`src/rtl/cdb_arbiter_if.sv`:
```
// Producer-side and broadcast-side signals of the CDB arbiter.
// The arbiter uses the slave modport; the producers and consumers use the master modport.
interface cdb_arbiter_if #(
  parameter int unsigned ENTRY_W = 5
);
  logic               rdy_in;
  logic               roll_back;

  logic               alu_valid;
  logic               alu_ready;
  logic [ENTRY_W-1:0] alu_entry;
  logic [31:0]        alu_value;
  logic [31:0]        alu_pc;

  logic               lsb_valid;
  logic               lsb_ready;
  logic [ENTRY_W-1:0] lsb_entry;
  logic [31:0]        lsb_value;

  logic               cdb_valid;
  logic               cdb_src;
  logic [ENTRY_W-1:0] cdb_entry;
  logic [31:0]        cdb_value;
  logic [31:0]        cdb_pc;

  modport master (
    output rdy_in, roll_back,
    output alu_valid, alu_entry, alu_value, alu_pc,
    output lsb_valid, lsb_entry, lsb_value,
    input  alu_ready, lsb_ready,
    input  cdb_valid, cdb_src, cdb_entry, cdb_value, cdb_pc
  );

  modport slave (
    input  rdy_in, roll_back,
    input  alu_valid, alu_entry, alu_value, alu_pc,
    input  lsb_valid, lsb_entry, lsb_value,
    output alu_ready, lsb_ready,
    output cdb_valid, cdb_src, cdb_entry, cdb_value, cdb_pc
  );
endinterface

```
`src/rtl/cdb_arbiter.sv`:
```
// Buffers ALU and LSB results in two small FIFOs and drains them round-robin
// onto a single registered common data bus, at most one broadcast per cycle.
module cdb_arbiter #(
  parameter int unsigned DEPTH   = 4,
  parameter int unsigned ENTRY_W = 5
) (
  input  logic          clk_in,
  input  logic          rst_n_in,
  cdb_arbiter_if.slave  bus
);
  localparam int unsigned PTR_W = $clog2(DEPTH);
  localparam int unsigned CNT_W = PTR_W + 1;
  localparam logic [CNT_W-1:0] FULL = CNT_W'(DEPTH);

  typedef enum logic {SRC_ALU = 1'b0, SRC_LSB = 1'b1} src_e;

  logic [ENTRY_W-1:0] alu_entry_mem [DEPTH];
  logic [31:0]        alu_value_mem [DEPTH];
  logic [31:0]        alu_pc_mem    [DEPTH];
  logic [ENTRY_W-1:0] lsb_entry_mem [DEPTH];
  logic [31:0]        lsb_value_mem [DEPTH];

  logic [PTR_W-1:0]   alu_wr_q, alu_wr_d, alu_rd_q, alu_rd_d;
  logic [PTR_W-1:0]   lsb_wr_q, lsb_wr_d, lsb_rd_q, lsb_rd_d;
  logic [CNT_W-1:0]   alu_cnt_q, alu_cnt_d, lsb_cnt_q, lsb_cnt_d;
  src_e               last_q, last_d;

  logic               cdb_valid_q, cdb_valid_d;
  src_e               cdb_src_q, cdb_src_d;
  logic [ENTRY_W-1:0] cdb_entry_q, cdb_entry_d;
  logic [31:0]        cdb_value_q, cdb_value_d;
  logic [31:0]        cdb_pc_q, cdb_pc_d;

  logic active, flush;
  logic alu_push, lsb_push, alu_ne, lsb_ne, grant_alu, grant_lsb;

  assign active = bus.rdy_in && !bus.roll_back;
  assign flush  = bus.rdy_in && bus.roll_back;

  // Readiness looks only at the current count: a full FIFO refuses even while popping.
  assign bus.alu_ready = active && (alu_cnt_q != FULL);
  assign bus.lsb_ready = active && (lsb_cnt_q != FULL);
  assign alu_push      = bus.alu_valid && bus.alu_ready;
  assign lsb_push      = bus.lsb_valid && bus.lsb_ready;

  assign alu_ne    = (alu_cnt_q != '0);
  assign lsb_ne    = (lsb_cnt_q != '0);
  assign grant_alu = active && alu_ne && (!lsb_ne || (last_q == SRC_LSB));
  assign grant_lsb = active && lsb_ne && (!alu_ne || (last_q == SRC_ALU));

  always_comb begin
    alu_wr_d    = alu_wr_q;
    alu_rd_d    = alu_rd_q;
    alu_cnt_d   = alu_cnt_q;
    lsb_wr_d    = lsb_wr_q;
    lsb_rd_d    = lsb_rd_q;
    lsb_cnt_d   = lsb_cnt_q;
    last_d      = last_q;
    cdb_valid_d = 1'b0;
    cdb_src_d   = cdb_src_q;
    cdb_entry_d = cdb_entry_q;
    cdb_value_d = cdb_value_q;
    cdb_pc_d    = cdb_pc_q;
    if (flush) begin
      alu_wr_d  = '0;
      alu_rd_d  = '0;
      alu_cnt_d = '0;
      lsb_wr_d  = '0;
      lsb_rd_d  = '0;
      lsb_cnt_d = '0;
    end else begin
      if (alu_push)  alu_wr_d = alu_wr_q + PTR_W'(1);
      if (grant_alu) alu_rd_d = alu_rd_q + PTR_W'(1);
      if (lsb_push)  lsb_wr_d = lsb_wr_q + PTR_W'(1);
      if (grant_lsb) lsb_rd_d = lsb_rd_q + PTR_W'(1);
      alu_cnt_d = alu_cnt_q + CNT_W'(alu_push) - CNT_W'(grant_alu);
      lsb_cnt_d = lsb_cnt_q + CNT_W'(lsb_push) - CNT_W'(grant_lsb);
      if (grant_alu) begin
        cdb_valid_d = 1'b1;
        cdb_src_d   = SRC_ALU;
        cdb_entry_d = alu_entry_mem[alu_rd_q];
        cdb_value_d = alu_value_mem[alu_rd_q];
        cdb_pc_d    = alu_pc_mem[alu_rd_q];
        last_d      = SRC_ALU;
      end else if (grant_lsb) begin
        cdb_valid_d = 1'b1;
        cdb_src_d   = SRC_LSB;
        cdb_entry_d = lsb_entry_mem[lsb_rd_q];
        cdb_value_d = lsb_value_mem[lsb_rd_q];
        cdb_pc_d    = '0;
        last_d      = SRC_LSB;
      end
    end
  end

  always_ff @(posedge clk_in or negedge rst_n_in) begin
    if (!rst_n_in) begin
      alu_wr_q    <= '0;
      alu_rd_q    <= '0;
      alu_cnt_q   <= '0;
      lsb_wr_q    <= '0;
      lsb_rd_q    <= '0;
      lsb_cnt_q   <= '0;
      last_q      <= SRC_LSB;
      cdb_valid_q <= 1'b0;
      cdb_src_q   <= SRC_ALU;
      cdb_entry_q <= '0;
      cdb_value_q <= '0;
      cdb_pc_q    <= '0;
    end else begin
      alu_wr_q    <= alu_wr_d;
      alu_rd_q    <= alu_rd_d;
      alu_cnt_q   <= alu_cnt_d;
      lsb_wr_q    <= lsb_wr_d;
      lsb_rd_q    <= lsb_rd_d;
      lsb_cnt_q   <= lsb_cnt_d;
      last_q      <= last_d;
      cdb_valid_q <= cdb_valid_d;
      cdb_src_q   <= cdb_src_d;
      cdb_entry_q <= cdb_entry_d;
      cdb_value_q <= cdb_value_d;
      cdb_pc_q    <= cdb_pc_d;
    end
  end

  always_ff @(posedge clk_in) begin
    if (alu_push) begin
      alu_entry_mem[alu_wr_q] <= bus.alu_entry;
      alu_value_mem[alu_wr_q] <= bus.alu_value;
      alu_pc_mem[alu_wr_q]    <= bus.alu_pc;
    end
    if (lsb_push) begin
      lsb_entry_mem[lsb_wr_q] <= bus.lsb_entry;
      lsb_value_mem[lsb_wr_q] <= bus.lsb_value;
    end
  end

  assign bus.cdb_valid = cdb_valid_q;
  assign bus.cdb_src   = cdb_src_q;
  assign bus.cdb_entry = cdb_entry_q;
  assign bus.cdb_value = cdb_value_q;
  assign bus.cdb_pc    = cdb_pc_q;
endmodule

```
`src/flat_wrapper.sv`:
```
// flat-port wrapper written by rule: the top's interface ports become plain ports
module cdb_arbiter_flat 
#(
  parameter int unsigned DEPTH   = 4,
  parameter int unsigned ENTRY_W = 5
)
  (clk_in, rst_n_in, bus_rdy_in, bus_roll_back, bus_alu_valid, bus_alu_entry, bus_alu_value, bus_alu_pc, bus_lsb_valid, bus_lsb_entry, bus_lsb_value, bus_alu_ready, bus_lsb_ready, bus_cdb_valid, bus_cdb_src, bus_cdb_entry, bus_cdb_value, bus_cdb_pc);
  cdb_arbiter_if #(.ENTRY_W(ENTRY_W)) bus_i ();
  input  logic clk_in;
  input  logic rst_n_in;
  input wire logic [$bits(bus_i.rdy_in)-1:0] bus_rdy_in;
  input wire logic [$bits(bus_i.roll_back)-1:0] bus_roll_back;
  input wire logic [$bits(bus_i.alu_valid)-1:0] bus_alu_valid;
  input wire logic [$bits(bus_i.alu_entry)-1:0] bus_alu_entry;
  input wire logic [$bits(bus_i.alu_value)-1:0] bus_alu_value;
  input wire logic [$bits(bus_i.alu_pc)-1:0] bus_alu_pc;
  input wire logic [$bits(bus_i.lsb_valid)-1:0] bus_lsb_valid;
  input wire logic [$bits(bus_i.lsb_entry)-1:0] bus_lsb_entry;
  input wire logic [$bits(bus_i.lsb_value)-1:0] bus_lsb_value;
  output wire logic [$bits(bus_i.alu_ready)-1:0] bus_alu_ready;
  output wire logic [$bits(bus_i.lsb_ready)-1:0] bus_lsb_ready;
  output wire logic [$bits(bus_i.cdb_valid)-1:0] bus_cdb_valid;
  output wire logic [$bits(bus_i.cdb_src)-1:0] bus_cdb_src;
  output wire logic [$bits(bus_i.cdb_entry)-1:0] bus_cdb_entry;
  output wire logic [$bits(bus_i.cdb_value)-1:0] bus_cdb_value;
  output wire logic [$bits(bus_i.cdb_pc)-1:0] bus_cdb_pc;
  assign bus_i.rdy_in = bus_rdy_in;
  assign bus_i.roll_back = bus_roll_back;
  assign bus_i.alu_valid = bus_alu_valid;
  assign bus_i.alu_entry = bus_alu_entry;
  assign bus_i.alu_value = bus_alu_value;
  assign bus_i.alu_pc = bus_alu_pc;
  assign bus_i.lsb_valid = bus_lsb_valid;
  assign bus_i.lsb_entry = bus_lsb_entry;
  assign bus_i.lsb_value = bus_lsb_value;
  assign bus_alu_ready = bus_i.alu_ready;
  assign bus_lsb_ready = bus_i.lsb_ready;
  assign bus_cdb_valid = bus_i.cdb_valid;
  assign bus_cdb_src = bus_i.cdb_src;
  assign bus_cdb_entry = bus_i.cdb_entry;
  assign bus_cdb_value = bus_i.cdb_value;
  assign bus_cdb_pc = bus_i.cdb_pc;
  cdb_arbiter #(.DEPTH(DEPTH), .ENTRY_W(ENTRY_W)) u_core (.clk_in(clk_in), .rst_n_in(rst_n_in), .bus(bus_i));
endmodule
```
`config.mk`:
```
export PLATFORM = sky130hd
export DESIGN_NAME = cdb_arbiter_flat
export DESIGN_NICKNAME = d
export VERILOG_FILES = /design/src/rtl/cdb_arbiter_if.sv /design/src/rtl/cdb_arbiter.sv /design/src/flat_wrapper.sv
export SDC_FILE = /design/constraint.sdc
export NUM_CORES = 1
export LEC_CHECK = 0
export CAP_MARGIN = 20
export CORE_AREA = 2 2 237 239
export CTS_CLUSTER_DIAMETER = 150
export CTS_CLUSTER_SIZE = 16
export DETAILED_ROUTE_END_ITERATION = 10
export DIE_AREA = 0 0 239 241
export HOLD_SLACK_MARGIN = 0.02
export PLACE_DENSITY = 0.52
export SYNTH_ARGS = -nofsm -noshare
export SYNTH_HDL_FRONTEND = slang
export SYNTH_SLANG_ARGS = --single-unit
```
`constraint.sdc`:
```
create_clock -name clk_in -period 3.7 [get_ports clk_in]
set_input_delay 0.74 -clock clk_in [delete_from_list [all_inputs] [get_ports clk_in]]
set_output_delay 0.74 -clock clk_in [all_outputs]
set_load 0.005 [all_outputs]
```
==> impl_metrics.toml <==
[route]
ant_nets = 0
routed_wl_um = 43300
wl_per_cell_um = 23.6
drc = 0
via_per_inst = 4.99
drt_pre_antenna_iters = 4
drt_iter0_markers = 692
vias = 9147

[cells_and_area]
instances_no_fill = 1834
area_growth_pct = 21.3
nets = 1225
drive_gt1_frac = 0.180
stdcell_area_sq_um = 23100

[placed_design]
gp_congestion = 0.765
numPortBuffers = 184
post-dp-hpwl_um = 27200
dpl_cell_area_sq_um = 22000
dp.cells = 1765

[cts]
cts_resized = 0
clkLatencyLatePin_ns = 0.56
post-cts-setup-buffer-count = 0
path_clk_slew_ns = 0.08
cts_tree = "yes"
htreeDepth = 2
cts_root_buffer = "clkbuf_16"
cts_hold_buf = 0
numCtsBuffers = 37
clock_sinks = 510
clockBufferDepth = 3

[critical_path]
crit_arrival_ns = 2.21
crit_type = "input port to output pin"
ff2ff_path_depth = 9
crit_path_start_kind = "input port"
end_kind = "output pin"
crit_fanout = 6
startpoint = "bus_roll_back"
cp_data_required_time_ns = 2.96
r2r_start = "u_core.alu_cnt_q[1]$_DFF_PN0_"

[die]
io_pins = 185
die_w_um = 239
initial_utilization = 0.347
coreArea_sq_um = 54900
die_area_sq_um = 57600
dieHeight_um = 241
num_rows = 86

[synth]
synth.distinct_cells = 35
yosysMostFrequentCell = "edfxtp_1"
synth-seq-cells = 510
ys_top_cells_by_area = "edfxtp_1 67%, mux4_2 13%, dfrtp_1 11%"
postSynthAreaPerCell_sq_um = 21.4
yosysSeqAreaShare = 0.782
syn_inst = 889
ys_warn_count = 0
synth_top_cell_area_share = 0.669
synth-edff-count = 424
synth.cell_area_sq_um = 19000
ys.flop_type = "edfxtp_1"
syn-num-nets = 1014
synthArstFlopShare = 0.169
synth_top_cells_by_count = "424 x edfxtp_1, 106 x mux4_2, 85 x dfrtp_1, 42 x nand2_1, 37 x a22oi_1"
synth_top_area_cell = "edfxtp_1"

[timing]
hold_viol_final = 0
rsz0062_at_grt = "no"
period_share = 0.797
worst_pin_slew_ns = 0.930
fin_crit_ns = 2.95
setup_viol = 0
fmax_mhz = 339
tns_ns = 0
clock_skew_ns = 0.0174
drv_slew = 0
relSlewSlack = 0.380

[global_routing]
globalRouteTotalUtil = 0.153
antenna_found_initial = 5
grt_pass1_wl_um = 64300
first_global_vias = 9695
gr-total-overflow = 0
grt_max_degree = 72

[run]
maxCapViolCount = 0

[pwr]
ir_drop_v = 0.000403
p_sw_frac = 0.269
pwr-share-comb = 0.244
p_per_area_nw_per_um2 = 641
internal_power_uw = 10800
p_sw_uw = 3980
clock_power_share = 0.264
leakagePower_uw = 0.00765
seqPwrFrac = 0.492

[status]
status = "complete, no violations"

[min_path]
hold_class = "input port to asynchronous set/reset pin"
## area by class of cell
| class | count | area (sq um) |
|---|---|---|
| clock buffers | 65 | 1070 |
| diodes | 2 | 5.00 |
| multi-input cells | 318 | 3890 |
| repair buffers | 221 | 2290 |
| flip-flops and latches | 510 | 14900 |
| fillers | 4826 | 31800 |
| well taps | 704 | 881 |
| inverters | 12 | 45.0 |
| clock inverters | 2 | 12.5 |
## registers in the layout, indices dropped and copies added, names as in the netlist
name,flops
u_core.lsb_entry_mem,20
u_core.lsb_rd_q,2
u_core.lsb_wr_q,2
u_core.bus.cdb_src,1
u_core.alu_rd_q,2
u_core.bus.cdb_entry,5
u_core.lsb_value_mem,128
u_core.alu_value_mem,128
u_core.alu_pc_mem,128
u_core.lsb_cnt_q,3
u_core.bus.cdb_pc,32
u_core.bus.cdb_valid,1
u_core.last_q,1
u_core.alu_entry_mem,20
u_core.alu_cnt_q,3
u_core.bus.cdb_value,32
u_core.alu_wr_q,2
## layout by cell type, fill, tap and decap left out, drive strengths merged
cell,n
o41ai,1
nor2b,2
nand2b,1
xnor2,7
a22oi,37
clkbuf,65
nor4b,1
o211a,1
a22o,32
o21ai,37
buf,38
mux2i,4
diode,2
a21oi,1
edfxtp,424
nand2,42
a311oi,1
inv,13
clkinv,1
nor2,10
and2,12
a21o,2
dfrtp,85
dfstp,1
xor2,2
nor3,2
a31oi,1
fa,2
mux4,106
clkdlybuf4s50,183
a211oi,2
ha,11
or3,1
## routing by layer
metal,global-route usage,share of wire,vias up
li1,-,-,4049
met2,0.247,0.48,200
met3,0.0383,0.059,59
met5,0,0.0013,-
met1,0.208,0.44,4831
met4,0.0402,0.019,8
## power by group through the flow
| stage | logic, uW | clock network (uW) | registers [uW] |
|---|---|---|---|
| detailed placement | 3730 | 0 | 7420 |
| global placement | 3710 | 0 | 7420 |
| floorplan | 2110 | 0 | 7230 |
| global route | 3960 | 4260 | 7360 |
| CTS | 3740 | 4070 | 7300 |
| finish | 3610 | 3910 | 7290 |
## critical path, cell delays in order
cell             delay [ns]
clkdlybuf4s50_1        0.45
nand2b_1               0.28
a31oi_1                0.21
clkdlybuf4s50_1        0.52
## final timing paths
path | end | slack, ns
min | u_core.alu_cnt_q[2]$_DFF_PN0_ | 0.26
min reg2reg | u_core.bus.cdb_pc[5]$_DFFE_PN0P_ | 0.51
max reg2reg | u_core.lsb_cnt_q[2]$_DFF_PN0_ | 1.13
max in group asynchronous | u_core.bus.cdb_value[25]$_DFFE_PN0P_ | 2.62
min in group clk_in | u_core.bus.cdb_pc[5]$_DFFE_PN0P_ | 0.51
max | bus_lsb_ready | 0.75
## cell families (layout without fill, tap and decap cells)
family / after synthesis / in the layout / share of synthesized area
compound gates: 115 / 115 / 0.0445
xor+xnor: 9 / 9 / 0.00414
fa+ha+maj: 13 / 13 / 0.00933
buf+inv: 61 / 300 / 0.0154
flops: 510 / 510 / 0.782
mux: 110 / 110 / 0.128
other cells: 0 / 2 / 0
simple gates: 71 / 71 / 0.0171
## per-stage QoR
stage | setup slack, ns | total power, uW | util | hold WS (ns)
floorplan | 0.120 | 9330 | - | 0.444
global placement | 0.609 | 11100 | 0.401 | 0.489
detailed placement | 0.588 | 11200 | 0.401 | 0.493
CTS | 0.742 | 15100 | 0.421 | 0.250
global route | 0.641 | 15600 | 0.421 | 0.297
finish | 0.752 | 14800 | 0.421 | 0.257
Note: power is estimated with default switching activity, not from simulation.
